<file path="src/rtl/adder_pkg.sv">
// Shared definitions for the chunked sequential adder.
//   state_e    : operation FSM states (idle / busy / done)
//   calc_nch   : number of compute cycles per operation (WIDTH / CHUNK)
//   cnt_width  : chunk counter width, clog2(nch) clamped to at least 1 bit
package adder_pkg;

    typedef enum logic [1:0] {
        StIdle = 2'd0,
        StBusy = 2'd1,
        StDone = 2'd2
    } state_e;

    function automatic int unsigned calc_nch(input int unsigned width, input int unsigned chunk);
        return width / chunk;
    endfunction

    function automatic int unsigned cnt_width(input int unsigned nch);
        return (nch > 1) ? $clog2(nch) : 1;
    endfunction

endpackage

</file>
<file path="src/rtl/chunk_adder.sv">
// Combinational CHUNK-bit ripple adder built from half-adder cell pairs.
//   a_i, b_i : chunk operands
//   cin_i    : carry into bit 0
//   sum_o    : chunk sum
//   cout_o   : carry out of the MSB
//   cmsb_o   : carry into the MSB (XOR with cout_o gives signed overflow)
module chunk_adder #(
    parameter int unsigned CHUNK = 8
) (
    input  logic [CHUNK-1:0] a_i,
    input  logic [CHUNK-1:0] b_i,
    input  logic             cin_i,
    output logic [CHUNK-1:0] sum_o,
    output logic             cout_o,
    output logic             cmsb_o
);

    logic [CHUNK:0] carry;

    assign carry[0] = cin_i;

    // Each bit is two half-adder cells: operands first, then the incoming carry.
    for (genvar i = 0; i < CHUNK; i++) begin : g_bit
        logic ha0_s;
        logic ha0_c;
        logic ha1_c;

        assign ha0_s        = a_i[i] ^ b_i[i];
        assign ha0_c        = a_i[i] & b_i[i];
        assign sum_o[i]     = ha0_s ^ carry[i];
        assign ha1_c        = ha0_s & carry[i];
        assign carry[i+1]   = ha0_c | ha1_c;
    end

    assign cout_o = carry[CHUNK];
    assign cmsb_o = carry[CHUNK-1];

endmodule

</file>
<file path="src/rtl/half_adder_seq.sv">
// Sequential WIDTH-bit adder that processes CHUNK bits per cycle.
//   clk, rst_n          : clock, asynchronous active-low reset
//   in_valid / in_ready : operand handshake (a, b, cin captured in idle)
//   out_valid/out_ready : result handshake
//   sum, cout, ovf      : a+b+cin mod 2^WIDTH, unsigned carry-out, signed overflow
// Result registers only change on the final compute edge and hold otherwise.
module half_adder_seq
    import adder_pkg::*;
#(
    parameter int unsigned WIDTH = 32,
    parameter int unsigned CHUNK = 8
) (
    input  logic             clk,
    input  logic             rst_n,
    input  logic             in_valid,
    output logic             in_ready,
    input  logic [WIDTH-1:0] a,
    input  logic [WIDTH-1:0] b,
    input  logic             cin,
    output logic             out_valid,
    input  logic             out_ready,
    output logic [WIDTH-1:0] sum,
    output logic             cout,
    output logic             ovf
);

    localparam int unsigned NCH = calc_nch(WIDTH, CHUNK);
    localparam int unsigned CW  = cnt_width(NCH);

    if ((WIDTH == 0) || ((WIDTH % CHUNK) != 0)) begin : g_bad_params
        $error("half_adder_seq: WIDTH must be a non-zero multiple of CHUNK");
    end

    state_e           state_q, state_d;
    logic [WIDTH-1:0] a_q, a_d;
    logic [WIDTH-1:0] b_q, b_d;
    logic             carry_q, carry_d;
    logic [CW-1:0]    cnt_q, cnt_d;
    logic [WIDTH-1:0] acc_q, acc_d;
    logic [WIDTH-1:0] sum_q, sum_d;
    logic             cout_q, cout_d;
    logic             ovf_q, ovf_d;

    logic [CHUNK-1:0] a_ch;
    logic [CHUNK-1:0] b_ch;
    logic [CHUNK-1:0] ch_sum;
    logic             ch_cout;
    logic             ch_cmsb;
    logic [WIDTH-1:0] acc_merged;
    logic             last_chunk;

    assign last_chunk = (cnt_q == CW'(NCH - 1));

    // Select the current chunk of each operand and splice the new partial sum
    // into the accumulator image; constant indices keep the muxes width-clean.
    always_comb begin
        a_ch       = '0;
        b_ch       = '0;
        acc_merged = acc_q;
        for (int unsigned k = 0; k < NCH; k++) begin
            if (cnt_q == CW'(k)) begin
                a_ch                           = a_q[k*CHUNK +: CHUNK];
                b_ch                           = b_q[k*CHUNK +: CHUNK];
                acc_merged[k*CHUNK +: CHUNK]   = ch_sum;
            end
        end
    end

    chunk_adder #(
        .CHUNK (CHUNK)
    ) u_chunk_adder (
        .a_i    (a_ch),
        .b_i    (b_ch),
        .cin_i  (carry_q),
        .sum_o  (ch_sum),
        .cout_o (ch_cout),
        .cmsb_o (ch_cmsb)
    );

    always_comb begin
        state_d   = state_q;
        a_d       = a_q;
        b_d       = b_q;
        carry_d   = carry_q;
        cnt_d     = cnt_q;
        acc_d     = acc_q;
        sum_d     = sum_q;
        cout_d    = cout_q;
        ovf_d     = ovf_q;
        in_ready  = 1'b0;
        out_valid = 1'b0;

        case (state_q)
            StIdle: begin
                in_ready = 1'b1;
                if (in_valid) begin
                    a_d     = a;
                    b_d     = b;
                    carry_d = cin;
                    cnt_d   = '0;
                    state_d = StBusy;
                end
            end
            StBusy: begin
                acc_d   = acc_merged;
                carry_d = ch_cout;
                if (last_chunk) begin
                    cnt_d   = '0;
                    sum_d   = acc_merged;
                    cout_d  = ch_cout;
                    ovf_d   = ch_cmsb ^ ch_cout;
                    state_d = StDone;
                end else begin
                    cnt_d = cnt_q + CW'(1);
                end
            end
            StDone: begin
                out_valid = 1'b1;
                if (out_ready) begin
                    state_d = StIdle;
                end
            end
            default: begin
                state_d = StIdle;
            end
        endcase
    end

    always_ff @(posedge clk or negedge rst_n) begin
        if (!rst_n) begin
            state_q <= StIdle;
            a_q     <= '0;
            b_q     <= '0;
            carry_q <= 1'b0;
            cnt_q   <= '0;
            acc_q   <= '0;
            sum_q   <= '0;
            cout_q  <= 1'b0;
            ovf_q   <= 1'b0;
        end else begin
            state_q <= state_d;
            a_q     <= a_d;
            b_q     <= b_d;
            carry_q <= carry_d;
            cnt_q   <= cnt_d;
            acc_q   <= acc_d;
            sum_q   <= sum_d;
            cout_q  <= cout_d;
            ovf_q   <= ovf_d;
        end
    end

    assign sum  = sum_q;
    assign cout = cout_q;
    assign ovf  = ovf_q;

endmodule
</file>
<file path="config.mk">
export PLATFORM = sky130hd
export DESIGN_NAME = half_adder_seq
export DESIGN_NICKNAME = d
export VERILOG_FILES = /design/src/rtl/adder_pkg.sv /design/src/rtl/chunk_adder.sv /design/src/rtl/half_adder_seq.sv
export SDC_FILE = /design/constraint.sdc
export NUM_CORES = 1
export LEC_CHECK = 0
export CAP_MARGIN = 0
export CORE_MARGIN = 2
export CORE_UTILIZATION = 48
export DETAILED_ROUTE_END_ITERATION = 10
export GPL_TIMING_DRIVEN = 0
export HOLD_SLACK_MARGIN = 0.05
export PLACE_DENSITY = 0.72
export SLEW_MARGIN = 5
export SYNTH_ARGS = -nofsm -noshare
export SYNTH_HDL_FRONTEND = slang
export SYNTH_SLANG_ARGS = --single-unit
</file>
<file path="constraint.sdc">
create_clock -name clk -period 4.18 [get_ports clk]
set_input_delay 0.836 -clock clk [delete_from_list [all_inputs] [get_ports clk]]
set_output_delay 0.836 -clock clk [all_outputs]
set_load 0.01 [all_outputs]
</file>
# ---- Word level (Yosys, flattened, before mapping)
# Cells that the tools add are included.
dict set report op_classes {
  n_eq_ne 8
  addsub 1
  n_bitwise 41
  mux 23
  reduce_logical 7
}
# op n
set op_table {}
lappend op_table {{8-bit 2-to-1 mux} 12}
lappend op_table {{1-bit XOR} 17}
lappend op_table {{1-bit bitwise AND} 16}
lappend op_table {{2-bit 2-to-1 mux} 5}
lappend op_table {{1-bit OR} 8}
lappend op_table {{2-bit equality test, second input constant} 3}
lappend op_table {{2-bit inequality test, second input constant} 3}
lappend op_table {{2-bit case mux with 3 select lines} 1}
lappend op_table {{2-bit AND reduction} 3}
lappend op_table {{2-bit by 1-bit equality test with 1-bit output, second input constant} 2}
lappend op_table {{2-bit logical NOT} 2}
lappend op_table {{2-bit case mux with 2 select lines} 1}
lappend op_table {{1-bit 2-to-1 mux} 3}
lappend op_table {{3-bit AND reduction} 1}
lappend op_table {{2-bit by 1-bit adder with 2-bit output, second input constant} 1}
lappend op_table {{1-bit case mux with 2 select lines} 1}
lappend op_table {{2-bit nonzero test} 1}
dict set report word_totals {
  regBits 135
  output_inout_bits 36
  in_bits 69
  elab_cells 89
}

# ---- Longest topological paths before layout
# Gate-level depths: netlist (run 1).
dict set report depth {
  ltp_word 23
  mapped_depth 18
  depth_no_buf 17
}

# ---- By module
# Synthesis (run 1) repeated with hierarchy kept, for this count alone.
dict set report hier_totals {
  hier_cells 423
  area_unflattened_um2 5838.1
}
# module instances area_each_um2 cells_per_inst seq_area_each_um2
set modules_own_cells {}
lappend modules_own_cells {half_adder_seq 1 5640.4 405 3178.0}
lappend modules_own_cells {chunk_adder 1 197.7 18 0.0}

# ---- Worst setup path before layout (run 1)
# OpenSTA, ideal clock, no wires.
dict set report synth_timing {
  path_kind {register to register}
  start {reg cnt_q[0]}
  end {reg acc_q[15]}
  period_less_slack_ns 4.394
  path_buffers 2
  setup_ns 0.125
  arrival_ns 4.269
  required_ns 4.055
  path_slack_ns -0.214
  stages_incl_launch_ff 17
  cell_sequence {dfrtp_1 ha_1 buf_4 buf_2 nand3b_1 a31oi_1 fa_1 fa_1 fa_1 inv_1 fa_1 fa_1 fa_1 fa_1 inv_1 fa_1 mux2_4}
}
dict set report synth_between {
  elab_chain_cells 22
  elab_cells_between_ends 43
  classes_between {eq/ne: 3; mux: 9; bitwise: 30; reduce/logical: 1}
}
# element line
set synth_rtl {}
lappend synth_rtl {{start, declared} half_adder_seq.sv:38} ;# logic [CW-1:0] cnt_q, cnt_d;
lappend synth_rtl {{start signal, assigned} half_adder_seq.sv:145} ;# cnt_q <= cnt_d;
lappend synth_rtl {{2-bit logical NOT} half_adder_seq.sv:61} ;# if (cnt_q == CW'(k)) begin
lappend synth_rtl {{8-bit 2-to-1 mux (4 in series)} half_adder_seq.sv:61}
lappend synth_rtl {{1-bit XOR} chunk_adder.sv:28} ;# assign ha0_s = a_i[i] ^ b_i[i];
lappend synth_rtl {{1-bit bitwise AND} chunk_adder.sv:31} ;# assign ha1_c = ha0_s & carry[i];
lappend synth_rtl {{1-bit OR} chunk_adder.sv:32} ;# assign carry[i+1] = ha0_c | ha1_c;
lappend synth_rtl {{1-bit bitwise AND} chunk_adder.sv:31}
lappend synth_rtl {{1-bit OR} chunk_adder.sv:32}
lappend synth_rtl {{1-bit bitwise AND} chunk_adder.sv:31}
lappend synth_rtl {{[3 not listed]} -}
lappend synth_rtl {{1-bit bitwise AND} chunk_adder.sv:31}
lappend synth_rtl {{1-bit OR} chunk_adder.sv:32}
lappend synth_rtl {{1-bit bitwise AND} chunk_adder.sv:31}
lappend synth_rtl {{1-bit OR} chunk_adder.sv:32}
lappend synth_rtl {{1-bit bitwise AND} chunk_adder.sv:31}
lappend synth_rtl {{1-bit OR} chunk_adder.sv:32}
lappend synth_rtl {{1-bit XOR} chunk_adder.sv:30} ;# assign sum_o[i] = ha0_s ^ carry[i];
lappend synth_rtl {{8-bit 2-to-1 mux *} half_adder_seq.sv:61}
lappend synth_rtl {{end signal, assigned} half_adder_seq.sv:136} ;# acc_q <= '0;
lappend synth_rtl {{end signal, assigned} half_adder_seq.sv:146} ;# acc_q <= acc_d;
lappend synth_rtl {{end, declared} half_adder_seq.sv:39} ;# logic [WIDTH-1:0] acc_q, acc_d;
# Mark *: on every way between the ends. The rest lies on a longest branch, timed or not.
# A chain may end at the register's enable or synchronous reset.

# ---- Worst setup path in the final report (run 1)
# Ends and elaborated chain as after synthesis.

==> metrics.csv, run 1 <==
stage;metric;value;unit
logic_synthesis;cell type with the highest aggregate area in the netlist;dfrtp_1;
global_route;largest net degree at the start of global routing;80;
timing;RSZ-0062 raised after global routing;yes;
logic_synthesis;Top FF cell, synth;dfrtp_1;
logic_synthesis;Yosys reg bits;127;
cts;Clock Tree Root;clkbuf_16;
detailed_routing;DRT iter0 DRCs;161;
min_path;Hold Crit Class;input pin to async pin;
logic_synthesis;Post-Syn Nets;537;
die;Die Ht;117;um
global_route;first-pass GRT wire length;22.7;mm
layout;share of layout cells above drive strength 1;0.323;
timing;setup_tns;-1.42;ns
layout;design area;0.00832;mm^2
layout;antenna cells;0;
logic_synthesis;Synthesis Warnings;0;
placement;Post-Place Cells;733;
layout;fin nets;677;
logic_synthesis;most frequent cells after synthesis;dfrtp_1, mux2_4, nand2_1, o21ai_0, mux2i_1;
detailed_routing;via/cell ratio;5.20;
timing;Final Hold Vio Count;0;
power_and_ir_drop;Total Power;8.63;mW
logic_synthesis;Avg Cell Area, Syn;13.3;um^2
setup_path;startpoint types;flop;
global_route;GRT Total Usage;0.227;
logic_synthesis;top-area cell type share of the netlist area;0.522;
timing;Final Critical Period;4.40;ns
power_and_ir_drop;power density cells;1040;mW/mm^2
detailed_routing;met3 wire len;719;um
logic_synthesis;sequential fraction of the synthesis area;0.522;
logic_synthesis;count leader, synth;dfrtp_1;
placement;area post-placement;0.00744;mm^2
detailed_routing;Vias;4064;
timing;Worst Clk Skew;0.00638;ns
detailed_routing;Avg WL per Cell;18.5;um
placement;Placer Congestion;0.793;
detailed_routing;drt total wl;14.5;mm
logic_synthesis;Async SR Flop Fraction;1.00;
timing;setup ws final;-0.218;ns
timing;Peak Freq;227;MHz
die;core footprint;0.0125;mm^2
setup_path;Crit Path Category;flop to flop;
placement;dpl hpwl;10.3;mm
logic_synthesis;ranking of synthesized cells by area;dfrtp_1, mux2_4, nand2_1;
timing;setup violators final;7;
layout;synth-to-layout area growth;36.7;%
setup_path;Critical Path End Type;flop;
setup_path;crit path DAT;4.69;ns
cts;Clk pin slew, worst setup/hold paths;0.05;ns
timing;Fin Hold WS;0.358;ns
logic_synthesis;Netlist Area Pre-Place;0.00609;mm^2
placement;worst slack, placed;-0.582;ns
detailed_routing;wl on met1;6.22;mm
setup_path;critical path, cell by cell;ha_4 > buf_12 > buf_8 > nand3b_1 > a31oi_4 > fa_2 > fa_2 > fa_2 > inv_2 > fa_2 > fa_2 > fa_2 > fa_2 > inv_2 > fa_2 > mux2_4;
cts;Worst-Skew Late Latency;0.41;ns
cts;TritonCTS Sinks;127;
detailed_routing;top routing layer in use;met4;
logic_synthesis;Synth Instances;456;
cts;H-tree depth;4;
power_and_ir_drop;Max VDD drop;0.443;mV
logic_synthesis;Yosys cell types;36;
die;Cell Rows;41;
global_route;vias in the first global route;4247;
die;Ports;105;
timing;Final period util;1.05;
timing;Slew HR;0.685;
setup_path;most frequent CP cell;fa_2;
status;status;finished with violations;
status;violated checks;negative setup slack;
die;Die ar.;0.0136;mm^2
timing;Slew Limit Fails;0;
timing;worst slew pin tran;0.473;ns
cts;Num CTS Buffers;17;
setup_path;Max stage delay cell, worst path;fa_2;
layout;final cell utilization of the core;0.665;
cts;clock tree buffer depth;2;
placement;Buffers on Ports;104;
layout;final non-filler cell total;781;
cts;CTS tree;yes;
cts;CTS Hold Bufs;0;
detailed_routing;post-route ant nets;0;
setup_path;reg2reg setup slack;-0.22;ns
global_route;initial antenna violation count;0;
detailed_routing;residual DRC count;0;
die;Chip Width;117;um
detailed_routing;drt first pass iters;4;
setup_path;max incr delay on CP;0.50;ns
die;starting density of the core;0.486;
detailed_routing;met2 wire length;7.14;mm
power_and_ir_drop;leakage;3.67;nW
setup_path;Crit Path Max Fanout;7;
global_route;grt total ovfl;0;
setup_path;WP data required;4.47;ns
logic_synthesis;Post-synth EDFFs;0;
flow_run;maxcap violations;0;
==> area by class of cell <==
| cell class | instances | area, um^2 |
|---|---|---|
| Timing Repair Buffer | 122 | 1200 |
| Sequential cell | 127 | 3180 |
| Buffer | 29 | 367 |
| Clock buffer | 22 | 484 |
| Clock inverter | 10 | 86.3 |
| Inverter | 12 | 53.8 |
| Fill cell | 951 | 4200 |
| Tap cell | 172 | 215 |
| Multi-Input combinational cell | 287 | 2740 |
==> logic make-up (layout without fill, tap and decap cells) <==
group / after synthesis / in the layout / share of synthesized area
compound gates: 84 / 84 / 0.0826
xor+xnor: 1 / 1 / 0.00144
fa+ha+maj: 12 / 12 / 0.0345
buf+inv: 42 / 195 / 0.0570
flops: 127 / 127 / 0.522
mux: 103 / 103 / 0.227
simple gates: 87 / 87 / 0.0755
==> path summary, 6_finish.rpt <==
| check | startpoint | end | cells past startpoint |
|---|---|---|---|
| worst max-delay path | cnt_q[0] | acc_q[15] | 16 |
| min in group clk | acc_q[19] | acc_q[19] | 2 |
| worst min-delay path | rst_n | sum[8] | 1 |
| worst max register to register | cnt_q[0] | acc_q[15] | 16 |
| max in group asynchronous | rst_n | a_q[23] | 2 |
| worst min register to register | acc_q[19] | acc_q[19] | 2 |
==> worst max-delay path: cells and delay by family, from the launching register on <==
family	cells	cell delay, ns
flip-flops	1	0.48
AO/OA/AOI/OAI	1	0.21
buffers and inverters	4	0.35
AND/OR/NAND/NOR	1	0.19
adder cells (fa/ha/maj)	9	2.74
multiplexers	1	0.30
==> routing by layer <==
layer	vias to the layer above	track usage
met4	0	0.0745
met2	146	0.388
met5	-	0
met3	32	0.0498
li1	1887	-
met1	1999	0.289
==> timing repair <==
item	4_1_cts	5_1_grt
pin swaps	3	7
resized for setup	31	14
setup endpoints to repair	20	13
buffers inserted	7	10
==> placed cells by master (no fill, tap or decap), drive strengths merged <==
cell type / Yosys / final
a21oi: 3 / 3
a221oi: 1 / 1
a22oi: 3 / 3
a31oi: 5 / 5
buf: 27 / 45
bufinv: 0 / 1
clkbuf: 3 / 25
clkdlybuf4s50: 0 / 103
clkinv: 0 / 6
clkinvlp: 0 / 4
dfrtp: 127 / 127
fa: 8 / 8
ha: 4 / 4
inv: 12 / 11
mux2: 81 / 81
mux2i: 22 / 22
nand2: 65 / 65
nand2b: 4 / 4
nand3b: 9 / 9
nor2: 4 / 4
nor2b: 2 / 2
nor3: 1 / 1
nor3b: 1 / 1
nor4b: 1 / 1
o211ai: 8 / 8
o21ai: 47 / 47
o221ai: 8 / 8
o22ai: 7 / 7
o31ai: 1 / 1
o32ai: 1 / 1
xor2: 1 / 1
==> where the power goes <==
part	switching [mW]	internal, mW
logic	2.47	2.52
clock network	0.516	0.874
registers	0.394	1.85
==> state kept, by name, summed over array words and instances (netlist names) <==
register	count
carry_q	1
state_q	2
cout	1
cnt_q	2
b_q	32
ovf	1
acc_q	24
sum	32
a_q	32
No activity file was read; power rests on OpenSTA's default activity.
==> run 2: changes to the inputs <==
CORE_UTILIZATION = 53   (was 48)
PLACE_DENSITY = 0.76   (was 0.72)
clock period = 4.7 ns   (was 4.18 ns; I/O delays follow)
==> run 2 against run 1 <==
Net effect: the flow now finishes without violations; wire length shrank 0.88%; sequential share of layout area grew 1.2 points; critical path depth grew 1; largest power group unchanged.
==> metrics.csv, run 2 (same netlist as run 1, synthesis figures left out) <==
stage;metric;value;unit;change
die;core footprint;0.0113;mm^2;-9.6%
detailed_routing;Vias;3965;;-2.4%
power_and_ir_drop;Max VDD drop;0.493;mV;+11%
detailed_routing;Avg WL per Cell;19.5;um;+5.2%
timing;Peak Freq;217;MHz;-4.6%
setup_path;most frequent CP cell;fa_2;;
power_and_ir_drop;clock power share;0.172;;+0.011
setup_path;startpoint types;flop;;
detailed_routing;via/cell ratio;5.39;;+3.5%
cts;TritonCTS Sinks;127;;unchanged
setup_path;crit path DAT;4.92;ns;+0.23 ns
layout;final cell utilization of the core;0.712;;+0.0473
global_route;grt total ovfl;0;;unchanged
detailed_routing;drt first pass iters;4;;unchanged
placement;dpl hpwl;10.2;mm;-1.2%
cts;Clk pin slew, worst setup/hold paths;0.05;ns;about the same
detailed_routing;DRT iter0 DRCs;227;;+41%
die;Die ar.;0.0124;mm^2;-9.1%
global_route;vias in the first global route;4383;;+3.2%
setup_path;Crit Path Category;flop to flop;;
status;status;finished, final reports clean;;
die;Cell Rows;39;;-4.9%
timing;Final Hold Vio Count;0;;unchanged
global_route;first-pass GRT wire length;23.2;mm;+2.0%
power_and_ir_drop;leakage;3.59;nW;-2.1%
setup_path;WP buf/inv;3;;-1
cts;CTS tree;yes;;
timing;Final Critical Period;4.61;ns;+0.210 ns
setup_path;Crit Path Max Fanout;7;;unchanged
timing;Slew Limit Fails;0;;unchanged
global_route;initial antenna violation count;0;;unchanged
power_and_ir_drop;Reg power frac;0.270;;+0.009
detailed_routing;post-route ant nets;0;;unchanged
placement;Buffers on Ports;104;;unchanged
global_route;GRT Total Usage;0.245;;+0.0174
die;Ports;105;;unchanged
timing;worst slew pin tran;0.589;ns;+0.116 ns
timing;setup violators final;0;;-7
timing;Slew HR;0.607;;-0.0774
layout;commonest cells after routing, fill and taps aside;dfrtp_1, clkdlybuf4s50_1, mux2_4, nand2_1, o21ai_0;;
cts;clock tree buffer depth;2;;unchanged
cts;Clock Tree Root;clkbuf_16;;
cts;Num CTS Buffers;17;;unchanged
global_route;largest net degree at the start of global routing;67;;-16%
setup_path;Crit path max-delay family;adder cells;;
setup_path;WP data required;5.02;ns;+0.55 ns
cts;Worst-Skew Late Latency;0.41;ns;about the same
setup_path;max incr delay on CP;0.64;ns;+0.14 ns
power_and_ir_drop;power density cells;915;mW/mm^2;-12%
die;Chip Width;111;um;-4.7%
timing;Worst Clk Skew;0.00744;ns;+0.00106 ns
power_and_ir_drop;Int Pwr;4.50;mW;-14%
layout;antenna cells;0;;unchanged
layout;fin nets;665;;-1.8%
power_and_ir_drop;switch share;0.390;;-0.00200
power_and_ir_drop;NetSw;2.87;mW;-15%
die;Die Ht;111;um;-4.7%
setup_path;Critical Path End Type;flop;;
layout;commonest non-fill, non-tap cell in the layout;dfrtp_1;;
detailed_routing;drt total wl;14.3;mm;-0.88%
cts;CTS Hold Bufs;0;;unchanged
power_and_ir_drop;Gate power share;0.558;;-0.020
layout;share of layout cells above drive strength 1;0.290;;-0.0334
placement;Placer Congestion;0.847;;+6.7%
setup_path;critical path, cell by cell;buf_4 > ha_4 > nand2b_2 > o22ai_1 > a31oi_2 > fa_2 > fa_1 > fa_2 > inv_1 > fa_2 > fa_2 > fa_2 > fa_2 > inv_1 > fa_2 > mux2i_1 > o21ai_0;;
cts;H-tree depth;4;;unchanged
timing;Final period util;0.980;;-0.0717
setup_path;Max stage delay cell, worst path;fa_2;;
layout;fill count;789;;-17%
flow_run;maxcap violations;0;;unchanged
detailed_routing;residual DRC count;0;;unchanged
timing;Fin Hold WS;0.476;ns;+0.118 ns
min_path;Hold Crit Class;flop to flop;;
die;starting density of the core;0.538;;+0.0514
layout;synth-to-layout area growth;32.4;%;
==> run 2: changes by cell type in the layout (fill, tap and decap cells not counted), sizes merged <==
cell	before	now
clkinvlp	4	2
bufinv	1	2
clkinv	6	4
buf	45	33
clkbuf	25	24
==> run 2: stage by stage <==
stage	cell area (um^2)	setup slack [ns]	power (mW)	cells	setup TNS, ns
after detailed placement	7330	-0.350	5.84	704	-2.32
final	8060	0.0920	7.38	736	0
after CTS	7990	0.0113	7.26	734	0
after global placement	7310	-2.06	5.72	703	-262.21
after global routing	8060	-0.0208	7.82	736	-0.0208
after floorplan	6090	0.306	4.48	456	0
==> run 2: power by group through the flow <==
stage,clock network (mW),registers (mW),logic (mW)
4_1_cts,1.28,1.99,3.99
5_1_grt,1.33,2.05,4.43
3_3_place_gp,0,1.96,3.76
2_1_floorplan,0,1.94,2.54
3_5_place_dp,0,1.99,3.85
6_report,1.27,1.99,4.11
==> run 2: routing by layer <==
| metal | vias up | GRT usage | share of wire |
|---|---|---|---|
| li1 | 1862 | - | - |
| met1 | 1945 | 0.306 | 0.42 |
| met2 | 129 | 0.416 | 0.50 |
| met3 | 29 | 0.0558 | 0.047 |
| met4 | 0 | 0.0955 | 0.025 |
| met5 | - | 0 | 0 |
==> run 2: path summary, 6_finish.rpt <==
path	start	to	slack, ns	cells past startpoint
setup / recovery	cnt_q[0]	sum[7]	0.09	17
hold / removal	sum[10]	sum[10]	0.48	2
setup reg to reg	cnt_q[0]	sum[7]	0.09	17
hold reg to reg	sum[10]	sum[10]	0.48	2
max in group asynchronous	rst_n	b_q[27]	3.48	2
min in group asynchronous	rst_n	sum[11]	0.50	1
==> run 2: final cells by class <==
cell class	instances	area (um^2)	share of cell area
Buffer	30	330	0.0410
Timing Repair Buffer	109	1100	0.136
Clock inverter	7	87.6	0.0109
Inverter	12	48.8	0.00605
Clock buffer	21	480	0.0596
Tap cell	143	179	0.0222
Multi-Input combinational cell	287	2660	0.329
Sequential cell	127	3180	0.394
==> run 2: what timing repair did <==
action	CTS	global route
gates cloned	0	0
pin swaps	1	3
resized for setup	20	17
setup endpoints to repair	9	7
setup buffers	2	2
==> run 2: tightest hold or removal path, stage by stage, from the launching register on <==
cell     delay [ns]
dfrtp_1        0.34
nand2_1        0.05
o21ai_0        0.06
